<file path="config.mk">
export PLATFORM = sky130hd
export DESIGN_NAME = idecode_useq
export DESIGN_NICKNAME = d
export VERILOG_FILES = /design/src/rtl/idecode_useq.sv
export SDC_FILE = /design/constraint.sdc
export NUM_CORES = 1
export LEC_CHECK = 0
export BUFFER_PORTS_ARGS = -buffer_cell sky130_fd_sc_hd__buf_2
export CAP_MARGIN = 20
export CORE_AREA = 2 2 68 83
export DETAILED_ROUTE_END_ITERATION = 10
export DIE_AREA = 0 0 70 85
export PLACE_DENSITY = 0.77
export SLEW_MARGIN = 20
export SYNTH_ARGS = -nofsm -noshare
export SYNTH_HDL_FRONTEND = slang
export SYNTH_SLANG_ARGS = --single-unit
</file>
<file path="constraint.sdc">
create_clock -name clk -period 2.6 [get_ports clk]
set_clock_uncertainty 0.1 [all_clocks]
set_input_delay 0.13 -clock clk [delete_from_list [all_inputs] [get_ports clk]]
set_output_delay 0.13 -clock clk [all_outputs]
set_load 0.01 [all_outputs]
</file>
<file path="src/rtl/idecode_useq.sv">
// Instruction decode micro-sequencer: accepts one fetch bundle and expands it
// into instr[25:24]+1 micro-ops, handing them to execute with registered outputs.
module idecode_useq (
    input  logic        clk,
    input  logic        rst,
    input  logic [49:0] fetch_idecode_interface,
    input  logic        flush_pipeline,
    input  logic        exec_ready,
    output logic        dec_ready,
    output logic [52:0] idecode_exec_interface
);

    typedef enum logic {IDLE, ISSUE} state_t;

    state_t      state_q, state_d;
    logic        valid_q, valid_d;
    logic [1:0]  upc_q, upc_d;
    logic        last_q, last_d;
    logic [7:0]  pc_q, pc_d;
    logic [7:0]  tgt_q, tgt_d;
    logic        pred_q, pred_d;
    logic [31:0] instr_q, instr_d;

    logic        fe_valid;
    logic [7:0]  fe_tgt;
    logic [7:0]  fe_pc;
    logic        fe_pred;
    logic [31:0] fe_instr;
    logic        at_end;
    logic        accept;

    assign fe_valid = fetch_idecode_interface[0];
    assign fe_tgt   = fetch_idecode_interface[8:1];
    assign fe_pc    = fetch_idecode_interface[16:9];
    assign fe_pred  = fetch_idecode_interface[17];
    assign fe_instr = fetch_idecode_interface[49:18];

    // instr[25:24] is N-1, i.e. the index of the final micro-op
    assign at_end    = (upc_q == instr_q[25:24]);
    assign dec_ready = (state_q == IDLE) || at_end;
    assign accept    = fe_valid && dec_ready && exec_ready && !flush_pipeline;

    always_comb begin
        state_d = state_q;
        valid_d = valid_q;
        upc_d   = upc_q;
        last_d  = last_q;
        pc_d    = pc_q;
        tgt_d   = tgt_q;
        pred_d  = pred_q;
        instr_d = instr_q;
        if (flush_pipeline) begin
            state_d = IDLE;
            valid_d = 1'b0;
            upc_d   = 2'd0;
            last_d  = 1'b0;
        end else if (exec_ready) begin
            if (accept) begin
                if (fe_instr != 32'd0) begin
                    state_d = ISSUE;
                    valid_d = 1'b1;
                    upc_d   = 2'd0;
                    last_d  = (fe_instr[25:24] == 2'd0);
                    pc_d    = fe_pc;
                    tgt_d   = fe_tgt;
                    pred_d  = fe_pred;
                    instr_d = fe_instr;
                end else begin
                    // all-zero instruction is a fetch bubble: nothing latched
                    state_d = IDLE;
                    valid_d = 1'b0;
                    last_d  = 1'b0;
                end
            end else if (state_q == ISSUE) begin
                if (!at_end) begin
                    upc_d  = upc_q + 2'd1;
                    last_d = ((upc_q + 2'd1) == instr_q[25:24]);
                end else begin
                    state_d = IDLE;
                    valid_d = 1'b0;
                    last_d  = 1'b0;
                end
            end
        end
    end

    always_ff @(posedge clk or negedge rst) begin
        if (!rst) begin
            state_q <= IDLE;
            valid_q <= 1'b0;
            upc_q   <= 2'd0;
            last_q  <= 1'b0;
            pc_q    <= 8'd0;
            tgt_q   <= 8'd0;
            pred_q  <= 1'b0;
            instr_q <= 32'd0;
        end else begin
            state_q <= state_d;
            valid_q <= valid_d;
            upc_q   <= upc_d;
            last_q  <= last_d;
            pc_q    <= pc_d;
            tgt_q   <= tgt_d;
            pred_q  <= pred_d;
            instr_q <= instr_d;
        end
    end

    assign idecode_exec_interface = {instr_q, tgt_q, pred_q, pc_q, last_q, upc_q, valid_q};

endmodule
</file>
==> results_tabular.tex, run 1 <==
\begin{tabular}{lr}
\hline
Metric & Value \\
\hline
\multicolumn{2}{l}{\textbf{Synthesis}} \\
\quad Synthesized instance count & 158 \\
\quad Number of flops mapped to enable cells by yosys & 0 \\
\quad Syn. warnings & 0 \\
\quad Share of synthesized registers carrying an async set or reset & 100\% \\
\quad Post-synthesis register bit count & 54 \\
\quad Sequential area share after synthesis & 58.5\% \\
\quad Most used flip-flop cell after synthesis & sky130\_fd\_sc\_hd\_\_dfrtp\_1 \\
\quad Number of distinct library cells after synthesis & 28 \\
\quad Net count after synthesis & 212 \\
\quad Synthesized area per cell & 14.6 um\^{}2 \\
\quad Area of the mapped netlist & 0.00231 mm\^{}2 \\
\multicolumn{2}{l}{\textbf{Routing}} \\
\quad Detailed Route WL & 5910 um \\
\quad Average vias per placed instance & 5.09 \\
\quad Number of iterations in the first detailed-routing pass & 4 \\
\quad Total via count after detailed routing & 1928 \\
\quad Routed len/inst & 15.6 um \\
\quad Antenna-violating nets left & 0 \\
\quad Initial drt markers & 56 \\
\quad Drc violations & 0 \\
\multicolumn{2}{l}{\textbf{Placement}} \\
\quad Number of buffer cells added on primary ports & 107 \\
\quad Final weighted congestion in routability-driven placement & 0.718 \\
\quad Placed wire-length estimate after detailed placement & 3860 um \\
\quad Pre-CTS worst setup slack & 0.520 ns \\
\multicolumn{2}{l}{\textbf{STA}} \\
\quad Count of final setup violators & 0 \\
\quad Slew of the pin with the lowest slew margin & 0.435 ns \\
\quad Maximum operating frequency & 449 MHz \\
\quad Number of hold violations in the final report & 0 \\
\quad Final Slew Violations & 0 \\
\quad Normalized max-slew margin & 70.9\% \\
\quad RSZ-0062 raised after global routing & false \\
\quad Fraction of the cycle the final worst path needs & 85.6\% \\
\quad Minimum setup slack in the final design & 0.374 ns \\
\quad Min cycle time layout & 2.23 ns \\
\quad Final sum of negative setup slack & 0 ns \\
\multicolumn{2}{l}{\textbf{Pwr}} \\
\quad Leakage component of the power & 0.00165 uW \\
\quad Peak supply drop & 0.000536 V \\
\quad Power per unit of standard cell area & 685 mW/mm\^{}2 \\
\multicolumn{2}{l}{\textbf{Layout}} \\
\quad Layout filler cell count & 389 \\
\quad Net count, final & 371 \\
\quad Multi-input logic area & 862 um\^{}2 \\
\quad Diode count & 0 \\
\quad Share of final-layout standard cells stronger than drive strength 1 & 54.6\% \\
\quad Leading cell type in the layout, fill and taps excluded & sky130\_fd\_sc\_hd\_\_buf\_2 \\
\quad Area taken by flip-flops and latches & 0.00135 mm\^{}2 \\
\quad Syn-to-layout area delta & 50.8\% \\
\quad Highest-count cells in the layout ignoring fill and taps & sky130\_fd\_sc\_hd\_\_buf\_2 (107), sky130\_fd\_sc\_hd\_\_dfrtp\_1 (54), sky130\_fd\_sc\_hd\_\_dlygate4sd3\_1 (50), sky130\_fd\_sc\_hd\_\_mux2\_2 (42) \\
\multicolumn{2}{l}{\textbf{Clocking}} \\
\quad Clock tree from TritonCTS & yes \\
\quad CTS resizes & 0 \\
\quad Number of post-CTS setup repair buffers & 0 \\
\quad H-tree levels & 2 \\
\quad Clock transition at the registers of the reported paths & 0.09 ns \\
\quad Master cell of the clock root buffer & sky130\_fd\_sc\_hd\_\_clkbuf\_8 \\
\quad Number of buffers added by the clock tree synthesis step & 5 \\
\quad Deepest clock path buffer count & 2 \\
\quad Post-CTS Hold Fix Bufs & 49 \\
\quad Number of sinks on the clock net & 54 \\
\quad Worst-Skew Late Latency & 0.30 ns \\
\multicolumn{2}{l}{\textbf{Die}} \\
\quad Standard-cell row count & 29 \\
\quad I/O pin count & 108 \\
\quad Chip width & 70 um \\
\quad Core outline area & 0.00515 mm\^{}2 \\
\quad Die span in y & 85 um \\
\quad Initial core utilization & 44.8\% \\
\quad Total die area & 0.00595 mm\^{}2 \\
\multicolumn{2}{l}{\textbf{GRT}} \\
\quad Number of antenna violations at the first check in global routing & 0 \\
\quad Maximum number of pins on one net before global-route repair & 32 \\
\quad Global Route met1 Usage & 23.6\% \\
\quad Vias in the first global route & 2064 \\
\quad Layer carrying the most global-route usage & met2 \\
\quad Global Route met2 Usage & 36.0\% \\
\quad M3 GR Usage & 6.29\% \\
\quad GR Util All Layers & 20.8\% \\
\quad Total congestion overflow & 0 \\
\quad Wire length of the first global-routing pass & 9690 um \\
\multicolumn{2}{l}{\textbf{Min path}} \\
\quad Min-delay worst type & in -> reg \\
\multicolumn{2}{l}{\textbf{Job}} \\
\quad Number of max-capacitance violations reported & 0 \\
\multicolumn{2}{l}{\textbf{Outcome}} \\
\quad Result of the run & completed \\
\multicolumn{2}{l}{\textbf{Worst setup path}} \\
\quad Element type at the critical path start & input port \\
\quad Biggest fanout along the worst timing path & 31 \\
\quad Element type at the critical path end & register \\
\quad Endpoint required time on the critical path & 2.69 ns \\
\quad Crit Path Category & in -> reg \\
\quad Arrival time of data at the critical path endpoint & 2.32 ns \\
\hline
\end{tabular}
-- layer usage --
layer	up-vias	wire length [um]	share of wire (%)
met5	-	0	0
met4	0	193	3.3
met3	21	378	6.4
met2	90	3080	52
met1	924	2250	38
li1	893	-	-
-- final cells by class --
cell class | count | area share, %
Sequential cell | 54 | 38.8
Timing Repair Buffer | 161 | 30.6
Multi-Input combinational cell | 92 | 24.8
Clock buffer | 6 | 2.37
Tap cell | 62 | 2.23
Clock inverter | 1 | 0.863
Inverter | 3 | 0.324
-- power breakdown --
part           internal [uW]  switching (uW)  leakage [uW]
Clock                    308             256     0.0000573
Sequential              1020             109      0.000648
Combinational            380             308      0.000947
Total                   1710             673       0.00165
-- state kept, by name, summed over array words and instances, names as in the netlist --
name     cells
last_q       1
upc_q        2
state_q      1
pred_q       1
pc_q         8
valid_q      1
instr_q     32
tgt_q        8
-- worst max-delay path: stages --
cell and delay (ns):
sky130_fd_sc_hd__dlygate4sd3_1 0.55, sky130_fd_sc_hd__buf_2 0.13, sky130_fd_sc_hd__nor4_1 0.39, sky130_fd_sc_hd__nand4_1 0.21, sky130_fd_sc_hd__o21ai_2 0.27, sky130_fd_sc_hd__nor2_4 0.04, sky130_fd_sc_hd__buf_4 0.25, sky130_fd_sc_hd__mux2_4 0.33
-- Yosys cell counts (2+ instances only) --
library cell              number  area, um^2
sky130_fd_sc_hd__buf_6         5        56.3
sky130_fd_sc_hd__xor2_1        2        17.5
sky130_fd_sc_hd__inv_1         3        11.3
sky130_fd_sc_hd__mux2_4        8         120
sky130_fd_sc_hd__nand3_1       2        10.0
sky130_fd_sc_hd__buf_4         3        22.5
sky130_fd_sc_hd__o21ai_0       3        15.0
sky130_fd_sc_hd__nor2_1        3        11.3
sky130_fd_sc_hd__o22ai_1       3        18.8
sky130_fd_sc_hd__mux2_2       42         473
sky130_fd_sc_hd__nor4_1        8        50.1
sky130_fd_sc_hd__nand2_1       6        22.5
sky130_fd_sc_hd__nand4_1       2        12.5
sky130_fd_sc_hd__dfrtp_1      54        1350
-- logic make-up after synthesis --
family | Yosys count | synth area share, %
compound gates | 13 | 4.28
xor+xnor | 2 | 0.759
buf+inv | 12 | 4.12
flops | 54 | 58.5
mux | 50 | 25.7
simple gates | 27 | 6.61
-- through the flow --
stage / cells / power, uW / area [um^2] / util [%] / hold WS, ns
6_report: 379 / 2380 / 3480 / 67.6 / 0.0248
5_1_grt: 379 / 2520 / 3480 / 67.6 / 0.0228
4_1_cts: 378 / 2400 / 3470 / 67.4 / 0.000250
3_5_place_dp: 322 / 1770 / 2870 / 55.7 / -0.0822
3_3_place_gp: 322 / 1740 / 2870 / 55.7 / -0.0913
2_1_floorplan: 158 / 1480 / 2310 / - / -0.266
-- worst paths after layout --
check | to | slack [ns] | depth (start not counted) | from
setup / recovery | instr_q[1] | 0.37 | 8 | fetch_idecode_interface[35]
hold / removal | instr_q[25] | 0.02 | 2 | fetch_idecode_interface[43]
setup reg to reg | tgt_q[0] | 0.50 | 6 | upc_q[0]
hold reg to reg | instr_q[15] | 0.41 | 1 | instr_q[15]
max in group asynchronous | instr_q[2] | 1.69 | 3 | rst
min in group asynchronous | instr_q[0] | 0.13 | 2 | rst
Note: power is estimated with default switching activity, not from simulation.
==> run 2, diff against run 1 <==
--- a/config.mk
+++ b/config.mk
@@ -7,10 +7,11 @@
 export LEC_CHECK = 0
 export BUFFER_PORTS_ARGS = -buffer_cell sky130_fd_sc_hd__buf_2
 export CAP_MARGIN = 20
-export CORE_AREA = 2 2 68 83
+export CORE_AREA = 2 2 71 80
 export DETAILED_ROUTE_END_ITERATION = 10
-export DIE_AREA = 0 0 70 85
+export DIE_AREA = 0 0 73 82
 export PLACE_DENSITY = 0.77
+export REMOVE_ABC_BUFFERS = 1
 export SLEW_MARGIN = 20
 export SYNTH_ARGS = -nofsm -noshare
 export SYNTH_HDL_FRONTEND = slang
==> run 2 against run 1 <==
Effect of this change: register-to-register slack improved by 0.08 ns; critical path type unchanged; highest routed layer unchanged; global-route usage fell by 0.14 points; wire length rose by 2.1%; clock power fell by 1%; combinational power barely moved; largest cell class unchanged; critical path depth did not move; sequential power barely moved; via count fell by 2.0%.
==> results_tabular.tex, run 2 (synthesized netlist as in run 1, its figures left out) <==
\begin{tabular}{lr}
\hline
Metric & Value \\
\hline
\multicolumn{2}{l}{\textbf{Routing}} \\
\quad Number of iterations in the first detailed-routing pass & 4 (unchanged) \\
\quad Drc violations & 0 (unchanged) \\
\quad Antenna-violating nets left & 0 (unchanged) \\
\quad Detailed Route WL & 6030 um (was 5910 um) \\
\quad Average vias per placed instance & 4.98 (was 5.09) \\
\quad Initial drt markers & 62 (was 56) \\
\quad Total via count after detailed routing & 1889 (was 1928) \\
\quad Routed len/inst & 15.9 um (was 15.6 um) \\
\multicolumn{2}{l}{\textbf{Layout}} \\
\quad Leading cell type in the layout, fill and taps excluded & sky130\_fd\_sc\_hd\_\_buf\_2 (unchanged) \\
\quad Largest registers & instr\_q x32, pc\_q x8, tgt\_q x8 (unchanged) \\
\quad Non-Filler Instances & 379 (unchanged) \\
\quad Diode count & 0 (unchanged) \\
\quad Share of final-layout standard cells stronger than drive strength 1 & 54.2\% (was 54.6\%) \\
\quad Syn-to-layout area delta & 51.5\% (was 50.8\%) \\
\quad Area taken by flip-flops and latches & 0.00135 mm\^{}2 (unchanged) \\
\quad Biggest register & instr\_q (unchanged) \\
\quad Layout filler cell count & 378 (was 389) \\
\quad Multi-input logic area & 862 um\^{}2 (unchanged) \\
\quad Highest-count cells in the layout ignoring fill and taps & sky130\_fd\_sc\_hd\_\_buf\_2 (107), sky130\_fd\_sc\_hd\_\_dfrtp\_1 (54), sky130\_fd\_sc\_hd\_\_dlygate4sd3\_1 (51), sky130\_fd\_sc\_hd\_\_mux2\_2 (42) (was sky130\_fd\_sc\_hd\_\_buf\_2 (107), sky130\_fd\_sc\_hd\_\_dfrtp\_1 (54), sky130\_fd\_sc\_hd\_\_dlygate4sd3\_1 (50), sky130\_fd\_sc\_hd\_\_mux2\_2 (42)) \\
\quad Net count, final & 372 (was 371) \\
\quad Flip-flop count of the largest register after layout & 32 (unchanged) \\
\multicolumn{2}{l}{\textbf{STA}} \\
\quad Min cycle time layout & 2.21 ns (was 2.23 ns) \\
\quad Number of hold violations in the final report & 0 (unchanged) \\
\quad Final Slew Violations & 0 (unchanged) \\
\quad Final sum of negative setup slack & 0 ns (unchanged) \\
\quad Slew of the pin with the lowest slew margin & 0.448 ns (was 0.435 ns) \\
\quad Normalized max-slew margin & 70.0\% (was 70.9\%) \\
\quad Count of final setup violators & 0 (unchanged) \\
\quad Fraction of the cycle the final worst path needs & 84.9\% (was 85.6\%) \\
\quad Maximum operating frequency & 453 MHz (was 449 MHz) \\
\quad RSZ-0062 raised after global routing & false (unchanged) \\
\multicolumn{2}{l}{\textbf{Clocking}} \\
\quad Clock transition at the registers of the reported paths & 0.09 ns (about the same) \\
\quad Number of buffers added by the clock tree synthesis step & 5 (unchanged) \\
\quad CTS resizes & 0 (unchanged) \\
\quad H-tree levels & 2 (unchanged) \\
\quad Number of sinks on the clock net & 54 (unchanged) \\
\quad Clock tree from TritonCTS & yes (unchanged) \\
\quad Master cell of the clock root buffer & sky130\_fd\_sc\_hd\_\_clkbuf\_8 (unchanged) \\
\quad Deepest clock path buffer count & 2 (unchanged) \\
\quad Number of post-CTS setup repair buffers & 0 (unchanged) \\
\quad Worst-Skew Late Latency & 0.30 ns (about the same) \\
\multicolumn{2}{l}{\textbf{Min path}} \\
\quad Min-delay worst type & in -> reg (unchanged) \\
\quad End point of the worst hold path & state\_q (was instr\_q[25]) \\
\quad Hold depth & 3 (was 2) \\
\quad Hold path startpoint & fetch\_idecode\_interface[0] (was fetch\_idecode\_interface[43]) \\
\multicolumn{2}{l}{\textbf{Die}} \\
\quad Initial core utilization & 44.2\% (was 44.8\%) \\
\quad Total die area & 0.00599 mm\^{}2 (was 0.00595 mm\^{}2) \\
\quad Chip width & 73 um (was 70 um) \\
\quad Die span in y & 82 um (was 85 um) \\
\quad Standard-cell row count & 28 (was 29) \\
\quad Core outline area & 0.00522 mm\^{}2 (was 0.00515 mm\^{}2) \\
\quad I/O pin count & 108 (unchanged) \\
\multicolumn{2}{l}{\textbf{Worst setup path}} \\
\quad Crit Path Category & in -> reg (unchanged) \\
\quad Endpoint required time on the critical path & 2.69 ns (about the same) \\
\quad Element type at the critical path end & register (unchanged) \\
\quad Startpoint of the worst setup timing path & fetch\_idecode\_interface[29] (was fetch\_idecode\_interface[35]) \\
\quad Worst flop-to-flop path startpoint & instr\_q[25] (was upc\_q[0]) \\
\quad Worst reg-to-reg path cell count & 6 (unchanged) \\
\quad Biggest fanout along the worst timing path & 17 (was 31) \\
\quad Arrival time of data at the critical path endpoint & 2.30 ns (was 2.32 ns) \\
\quad CP max stage delay & 0.55 ns (about the same) \\
\quad Element type at the critical path start & input port (unchanged) \\
\quad CP Cell Sequence & dlygate4sd3\_1 > buf\_2 > nor4\_1 > nand4\_1 > o21ai\_2 > nor2\_4 > buf\_4 > mux2\_4 (unchanged) \\
\quad Internal reg-to-reg setup slack & 0.58 ns (was 0.50 ns) \\
\quad Slowest CP cell & sky130\_fd\_sc\_hd\_\_dlygate4sd3\_1 (unchanged) \\
\quad Reg-to-reg critical path endpoint & instr\_q[27] (was tgt\_q[0]) \\
\multicolumn{2}{l}{\textbf{GRT}} \\
\quad Total congestion overflow & 0 (unchanged) \\
\quad Maximum number of pins on one net before global-route repair & 35 (was 32) \\
\quad Wire length of the first global-routing pass & 9390 um (was 9690 um) \\
\quad Vias in the first global route & 2029 (was 2064) \\
\quad Number of antenna violations at the first check in global routing & 0 (unchanged) \\
\quad GR Util All Layers & 20.6\% (was 20.8\%) \\
\multicolumn{2}{l}{\textbf{Placement}} \\
\quad Number of buffer cells added on primary ports & 107 (unchanged) \\
\quad Placed wire-length estimate after detailed placement & 3760 um (was 3860 um) \\
\quad Dpl cells & 320 (was 322) \\
\quad Final weighted congestion in routability-driven placement & 0.779 (was 0.718) \\
\multicolumn{2}{l}{\textbf{Outcome}} \\
\quad Result of the run & completed (unchanged) \\
\multicolumn{2}{l}{\textbf{Pwr}} \\
\quad Leakage component of the power & 0.00165 uW (about the same) \\
\quad Power per unit of standard cell area & 680 mW/mm\^{}2 (was 685 mW/mm\^{}2) \\
\quad Peak supply drop & 0.000360 V (was 0.000536 V) \\
\multicolumn{2}{l}{\textbf{Job}} \\
\quad Number of max-capacitance violations reported & 0 (unchanged) \\
\hline
\end{tabular}
run 2: cell type report:
type / instances / area share (%)
clock buffers: 6 / 2.07
clock inverters: 2 / 1.07
inverters: 3 / 0.322
flip-flops and latches: 54 / 38.6
repair buffers: 162 / 31.1
well taps: 60 / 2.15
multi-input cells: 92 / 24.6
run 2: how the worst max path moves through the flow:
stage,endpoint,cells after the start
floorplan,instr_q[12],5
global placement,instr_q[28],6
detailed placement,instr_q[27],6
CTS,instr_q[1],8
global route,instr_q[1],8
finish,instr_q[1],8
run 2: layer usage:
layer / wire (um) / vias to the layer above / global-route usage [%]
met5: 0 / - / 0
met4: 144 / 0 / 7.41
met3: 383 / 14 / 6.01
met2: 3090 / 82 / 34.7
met1: 2420 / 912 / 25.2
li1: - / 881 / -
run 2: what timing repair did:
action,in CTS,in global routing
hold endpoints to repair,68,0
setup endpoints to repair,0,0
hold buffers,51,0
run 2: worst max-delay path: cells and delay by family:
family,cells,cell delay [ns]
compound gates,1,0.26
mux,1,0.32
simple gates,3,0.70
buf+inv,3,0.89
run 2: through the flow:
step                utilization (%)  hold slack [ns]  setup slack (ns)  cell area [um^2]  power (uW)
floorplan                         -           -0.266             0.109              2220        1460
global placement               55.1          -0.0196             0.654              2880        1750
detailed placement             55.1          -0.0210             0.593              2880        1770
CTS                            67.0           0.0672             0.415              3500        2390
global route                   67.0           0.0694             0.299              3500        2500
finish                         67.0           0.0780             0.392              3500        2380
run 2: where the power goes:
group / total, uW / leakage [uW] / switching [uW] / internal (uW)
combinational: 691 / 0.000955 / 308 / 383
clock: 558 / 0.0000514 / 270 / 288
sequential: 1130 / 0.000648 / 107 / 1020
total: 2380 / 0.00165 / 686 / 1690
==> run 3, diff against run 2 <==
--- a/config.mk
+++ b/config.mk
@@ -5,11 +5,12 @@
 export SDC_FILE = /design/constraint.sdc
 export NUM_CORES = 1
 export LEC_CHECK = 0
+export ABC_AREA = 1
 export BUFFER_PORTS_ARGS = -buffer_cell sky130_fd_sc_hd__buf_2
 export CAP_MARGIN = 20
-export CORE_AREA = 2 2 71 80
+export CORE_AREA = 2 2 73 82
 export DETAILED_ROUTE_END_ITERATION = 10
-export DIE_AREA = 0 0 73 82
+export DIE_AREA = 0 0 75 84
 export PLACE_DENSITY = 0.77
 export REMOVE_ABC_BUFFERS = 1
 export SLEW_MARGIN = 20
==> constraint.sdc (replaced) <==
create_clock -name clk -period 2.3 [get_ports clk]
set_clock_uncertainty 0.1 [all_clocks]
set_input_delay 0.115 -clock clk [delete_from_list [all_inputs] [get_ports clk]]
set_output_delay 0.115 -clock clk [all_outputs]
set_load 0.01 [all_outputs]
==> run 3 against run 2 <==
Effect of this change: non-clock buffer count down 1; hold slack got worse by 0.027 ns; via count grew 33%; combinational power increased by 18%; area after synthesis increased by 7.0%; core utilization shrank 2.4 points; critical path type is now reg -> reg; largest cell class unchanged; highest routed layer unchanged.
==> results_tabular.tex, run 3 <==
\begin{tabular}{lr}
\hline
Metric & Value \\
\hline
\multicolumn{2}{l}{\textbf{Routing}} \\
\quad Routed len/inst & 12.5 um (was 15.9 um) \\
\quad Detailed Route WL & 6630 um (was 6030 um) \\
\quad Drc violations & 0 (unchanged) \\
\quad Antenna-violating nets left & 0 (unchanged) \\
\quad Number of iterations in the first detailed-routing pass & 4 (unchanged) \\
\quad Initial drt markers & 165 (was 62) \\
\quad Total via count after detailed routing & 2503 (was 1889) \\
\quad Average vias per placed instance & 4.71 (was 4.98) \\
\multicolumn{2}{l}{\textbf{STA}} \\
\quad Number of hold violations in the final report & 0 (unchanged) \\
\quad Slew of the pin with the lowest slew margin & 0.644 ns (was 0.448 ns) \\
\quad Final Slew Violations & 0 (unchanged) \\
\quad Final sum of negative setup slack & 0 ns (unchanged) \\
\quad Minimum setup slack in the final design & 0.373 ns (was 0.392 ns) \\
\quad Normalized max-slew margin & 57.1\% (was 70.0\%) \\
\quad Fraction of the cycle the final worst path needs & 83.8\% \\
\quad Maximum operating frequency & 519 MHz \\
\quad Min cycle time layout & 1.93 ns \\
\quad Count of final setup violators & 0 (unchanged) \\
\quad RSZ-0062 raised after global routing & false (unchanged) \\
\multicolumn{2}{l}{\textbf{Synthesis}} \\
\quad Simple-gate portion of the synthesized area & 36.9\% (was 6.61\%) \\
\quad Combinational family with the most area after synthesis & simple AND/OR/NAND/NOR gates (was multiplexers) \\
\quad Cell type contributing the most total cell area after synthesis & sky130\_fd\_sc\_hd\_\_dfrtp\_1 (unchanged) \\
\quad Commonest cells in the synthesized netlist & sky130\_fd\_sc\_hd\_\_nand2\_1 (130), sky130\_fd\_sc\_hd\_\_nand3\_1 (57), sky130\_fd\_sc\_hd\_\_dfrtp\_1 (54), sky130\_fd\_sc\_hd\_\_nor2\_1 (24), sky130\_fd\_sc\_hd\_\_buf\_4 (7) (was sky130\_fd\_sc\_hd\_\_dfrtp\_1 (54), sky130\_fd\_sc\_hd\_\_mux2\_2 (42), sky130\_fd\_sc\_hd\_\_mux2\_4 (8), sky130\_fd\_sc\_hd\_\_nor4\_1 (8), sky130\_fd\_sc\_hd\_\_nand2\_1 (6)) \\
\quad Leading cell types by total area after synthesis & sky130\_fd\_sc\_hd\_\_dfrtp\_1 (55\%), sky130\_fd\_sc\_hd\_\_nand2\_1 (20\%), sky130\_fd\_sc\_hd\_\_nand3\_1 (12\%) (was sky130\_fd\_sc\_hd\_\_dfrtp\_1 (59\%), sky130\_fd\_sc\_hd\_\_mux2\_2 (20\%), sky130\_fd\_sc\_hd\_\_mux2\_4 (5.2\%)) \\
\quad Post-Synth XOR/XNOR Area & 0.355\% (was 0.759\%) \\
\quad Most used flip-flop cell after synthesis & sky130\_fd\_sc\_hd\_\_dfrtp\_1 (unchanged) \\
\quad Share of synthesized registers carrying an async set or reset & 100\% (unchanged) \\
\quad Synthesized instance count & 304 (was 158) \\
\quad Area of the mapped netlist & 0.00247 mm\^{}2 (was 0.00231 mm\^{}2) \\
\quad Synthesized area per cell & 8.12 um\^{}2 (was 14.6 um\^{}2) \\
\quad Fraction of post-synthesis cell area in the top cell type by area & 54.7\% (was 58.5\%) \\
\quad Synth Area in Adders & 0\% (unchanged) \\
\quad Sequential area share after synthesis & 54.7\% (was 58.5\%) \\
\quad Number of distinct library cells after synthesis & 20 (was 28) \\
\quad Post-synthesis register bit count & 54 (unchanged) \\
\quad Compound-cell area share of the yosys netlist & 0.912\% (was 4.28\%) \\
\quad Number of flops mapped to enable cells by yosys & 0 (unchanged) \\
\quad Leading cell type by number of instances after synthesis & sky130\_fd\_sc\_hd\_\_nand2\_1 (was sky130\_fd\_sc\_hd\_\_dfrtp\_1) \\
\quad Multiplexer share of the synthesized area & 0\% (was 25.7\%) \\
\quad Syn. warnings & 0 (unchanged) \\
\multicolumn{2}{l}{\textbf{Pwr}} \\
\quad Cell-internal power & 1740 uW (was 1690 uW) \\
\quad Switching Power & 863 uW (was 686 uW) \\
\quad Peak supply drop & 0.000528 V (was 0.000360 V) \\
\quad Leakage component of the power & 0.00199 uW (was 0.00165 uW) \\
\quad Clock network fraction of total power & 18.7\% (was 23.5\%) \\
\quad Proportion of power drawn by combinational gates & 31.3\% (was 29.1\%) \\
\quad Switching portion of total power & 33.1\% (was 28.8\%) \\
\quad Power per unit of standard cell area & 727 mW/mm\^{}2 (was 680 mW/mm\^{}2) \\
\quad Power share of the sequential group & 50.0\% (was 47.5\%) \\
\multicolumn{2}{l}{\textbf{Layout}} \\
\quad Net count, final & 508 (was 372) \\
\quad Flip-flop count of the largest register after layout & 32 (unchanged) \\
\quad Share of final-layout standard cells stronger than drive strength 1 & 27.8\% (was 54.2\%) \\
\quad Largest registers & instr\_q x32, pc\_q x8, tgt\_q x8 (unchanged) \\
\quad Biggest register & instr\_q (unchanged) \\
\quad Layout filler cell count & 486 (was 378) \\
\quad Syn-to-layout area delta & 45.1\% (was 51.5\%) \\
\quad Non-Filler Instances & 531 (was 379) \\
\quad Diode count & 0 (unchanged) \\
\quad Highest-count cells in the layout ignoring fill and taps & sky130\_fd\_sc\_hd\_\_nand2\_1 (130), sky130\_fd\_sc\_hd\_\_buf\_2 (107), sky130\_fd\_sc\_hd\_\_nand3\_1 (57), sky130\_fd\_sc\_hd\_\_dfrtp\_1 (54), sky130\_fd\_sc\_hd\_\_dlygate4sd3\_1 (50) (was sky130\_fd\_sc\_hd\_\_buf\_2 (107), sky130\_fd\_sc\_hd\_\_dfrtp\_1 (54), sky130\_fd\_sc\_hd\_\_dlygate4sd3\_1 (51), sky130\_fd\_sc\_hd\_\_mux2\_2 (42)) \\
\quad Leading cell type in the layout, fill and taps excluded & sky130\_fd\_sc\_hd\_\_nand2\_1 (was sky130\_fd\_sc\_hd\_\_buf\_2) \\
\multicolumn{2}{l}{\textbf{Worst setup path}} \\
\quad Slowest CP cell & sky130\_fd\_sc\_hd\_\_dfrtp\_1 (was sky130\_fd\_sc\_hd\_\_dlygate4sd3\_1) \\
\quad Crit Path Category & reg -> reg (was in -> reg) \\
\quad CP Cell Sequence & inv\_2 > nand2\_1 > nand2\_1 > nand2\_2 > nand2\_2 > nand2\_4 > inv\_4 > nand2\_4 > nand2\_1 > nand2\_1 (was dlygate4sd3\_1 > buf\_2 > nor4\_1 > nand4\_1 > o21ai\_2 > nor2\_4 > buf\_4 > mux2\_4) \\
\quad Biggest fanout along the worst timing path & 50 (was 17) \\
\quad Endpoint required time on the critical path & 2.39 ns (was 2.69 ns) \\
\quad CP dominant cell by count & sky130\_fd\_sc\_hd\_\_nand2\_1 \\
\quad Element type at the critical path start & register (was input port) \\
\quad Element type at the critical path end & register (unchanged) \\
\quad Category of cells accounting for the largest share of critical-path delay & simple AND/OR/NAND/NOR gates (was buffers and inverters) \\
\quad Worst reg-to-reg path cell count & 10 (was 6) \\
\quad CP max stage delay & 0.46 ns (was 0.55 ns) \\
\quad Logic depth of the worst setup path including buffers & 10 (was 8) \\
\quad Crit path buffers/inverters & 2 (was 3) \\
\quad Arrival time of data at the critical path endpoint & 2.01 ns (was 2.30 ns) \\
\multicolumn{2}{l}{\textbf{Placement}} \\
\quad Dpl cells & 474 (was 320) \\
\quad Final weighted congestion in routability-driven placement & 0.847 (was 0.779) \\
\quad Pre-CTS worst setup slack & 0.391 ns (was 0.593 ns) \\
\quad Number of buffer cells added on primary ports & 107 (unchanged) \\
\quad Placed wire-length estimate after detailed placement & 4230 um (was 3760 um) \\
\multicolumn{2}{l}{\textbf{Die}} \\
\quad Total die area & 0.00630 mm\^{}2 (was 0.00599 mm\^{}2) \\
\quad I/O pin count & 108 (unchanged) \\
\quad Chip width & 75 um (was 73 um) \\
\quad Core outline area & 0.00555 mm\^{}2 (was 0.00522 mm\^{}2) \\
\quad Standard-cell row count & 29 (was 28) \\
\quad Initial core utilization & 44.5\% (was 44.2\%) \\
\quad Die span in y & 84 um (was 82 um) \\
\multicolumn{2}{l}{\textbf{Clocking}} \\
\quad Deepest clock path buffer count & 2 (unchanged) \\
\quad Master cell of the clock root buffer & sky130\_fd\_sc\_hd\_\_clkbuf\_8 (unchanged) \\
\quad Number of sinks on the clock net & 54 (unchanged) \\
\quad Number of post-CTS setup repair buffers & 0 (unchanged) \\
\quad Clock transition at the registers of the reported paths & 0.09 ns (about the same) \\
\quad Clock tree from TritonCTS & yes (unchanged) \\
\quad H-tree levels & 2 (unchanged) \\
\quad Worst-Skew Late Latency & 0.29 ns (was 0.30 ns) \\
\quad Number of buffers added by the clock tree synthesis step & 5 (unchanged) \\
\multicolumn{2}{l}{\textbf{Outcome}} \\
\quad Result of the run & completed (unchanged) \\
\multicolumn{2}{l}{\textbf{GRT}} \\
\quad GR Util All Layers & 22.0\% (was 20.6\%) \\
\quad Number of antenna violations at the first check in global routing & 0 (unchanged) \\
\quad Vias in the first global route & 2377 (was 2029) \\
\quad Total congestion overflow & 0 (unchanged) \\
\quad Wire length of the first global-routing pass & 10700 um (was 9390 um) \\
\quad Maximum number of pins on one net before global-route repair & 52 (was 35) \\
\multicolumn{2}{l}{\textbf{Job}} \\
\quad Number of max-capacitance violations reported & 0 (unchanged) \\
\multicolumn{2}{l}{\textbf{Min path}} \\
\quad Hold depth & 3 (unchanged) \\
\quad Min-delay worst type & in -> reg (unchanged) \\
\hline
\end{tabular}
[run 3: cell types whose count changed after synthesis, sizes merged, moves of 2 or more]
| cell | change |
|---|---|
| nand2 | +128 |
| nand3 | +54 |
| mux2 | -50 |
| nor2 | +20 |
| nor4 | -8 |
| inv | +7 |
| clkbuf | +5 |
| buf | +4 |
| o21ai | -3 |
| o22ai | -3 |
| xor2 | -2 |
[run 3: metrics by stage]
stage               util [%]  total power [uW]  hold slack, ns  cell area (um^2)
global placement        54.2              2050          0.0629              3010
finish                  64.6              2610          0.0509              3580
CTS                     64.6              2620          0.0400              3580
floorplan                  -              1690          -0.281              2330
detailed placement      54.2              2070          0.0711              3010
global route            64.6              2780          0.0535              3580
[run 3: area by class of cell]
class	count	area (um^2)	area share, %
Tap cell	77	96.3	2.69
Sequential cell	54	1350	37.7
Multi-Input combinational cell	222	942	26.3
Inverter	10	40.0	1.12
Clock buffer	7	76.3	2.13
Timing Repair Buffer	161	1080	30.1
[run 3: tightest hold or removal path, stage by stage]
cell	delay [ns]
sky130_fd_sc_hd__buf_2	0.12
sky130_fd_sc_hd__nand2_1	0.08
sky130_fd_sc_hd__o211ai_1	0.08
[run 3: path summary, 6_finish.rpt]
kind / start / to / slack (ns)
hold / removal: exec_ready / state_q / 0.05
max in group asynchronous: rst / instr_q[3] / 1.25
setup reg to reg: upc_q[0] / pc_q[3] / 0.37
min in group asynchronous: rst / instr_q[30] / 0.29
setup / recovery: upc_q[0] / pc_q[3] / 0.37
hold reg to reg: instr_q[2] / instr_q[2] / 0.37
[run 3: power groups by stage]
stage | registers (uW) | clock network, uW | logic [uW]
2_1_floorplan | 1410 | 0 | 279
3_3_place_gp | 1310 | 0 | 733
3_5_place_dp | 1310 | 0 | 753
4_1_cts | 1300 | 506 | 816
5_1_grt | 1330 | 544 | 913
6_report | 1300 | 488 | 817
[run 3: logic make-up after synthesis]
logic type                Yosys count
buffers and inverters              28
and+or+nand+nor                   217
DFF                                54
AOI/OAI and AO/OA                   4
xor gates and xnor gates            1
[run 3: what timing repair did]
action                                 CTS  global route
endpoints found under the hold margin   76             0
hold buffers                            50             0
resized for setup                        0             0
[run 3: routing by layer]
layer	GRT usage, %	share of wire [%]	up-vias
met5	0	0	-
met4	5.52	1.2	0
met3	3.26	4.7	8
met2	38.3	53	85
met1	28.1	41	1155
li1	-	-	1255
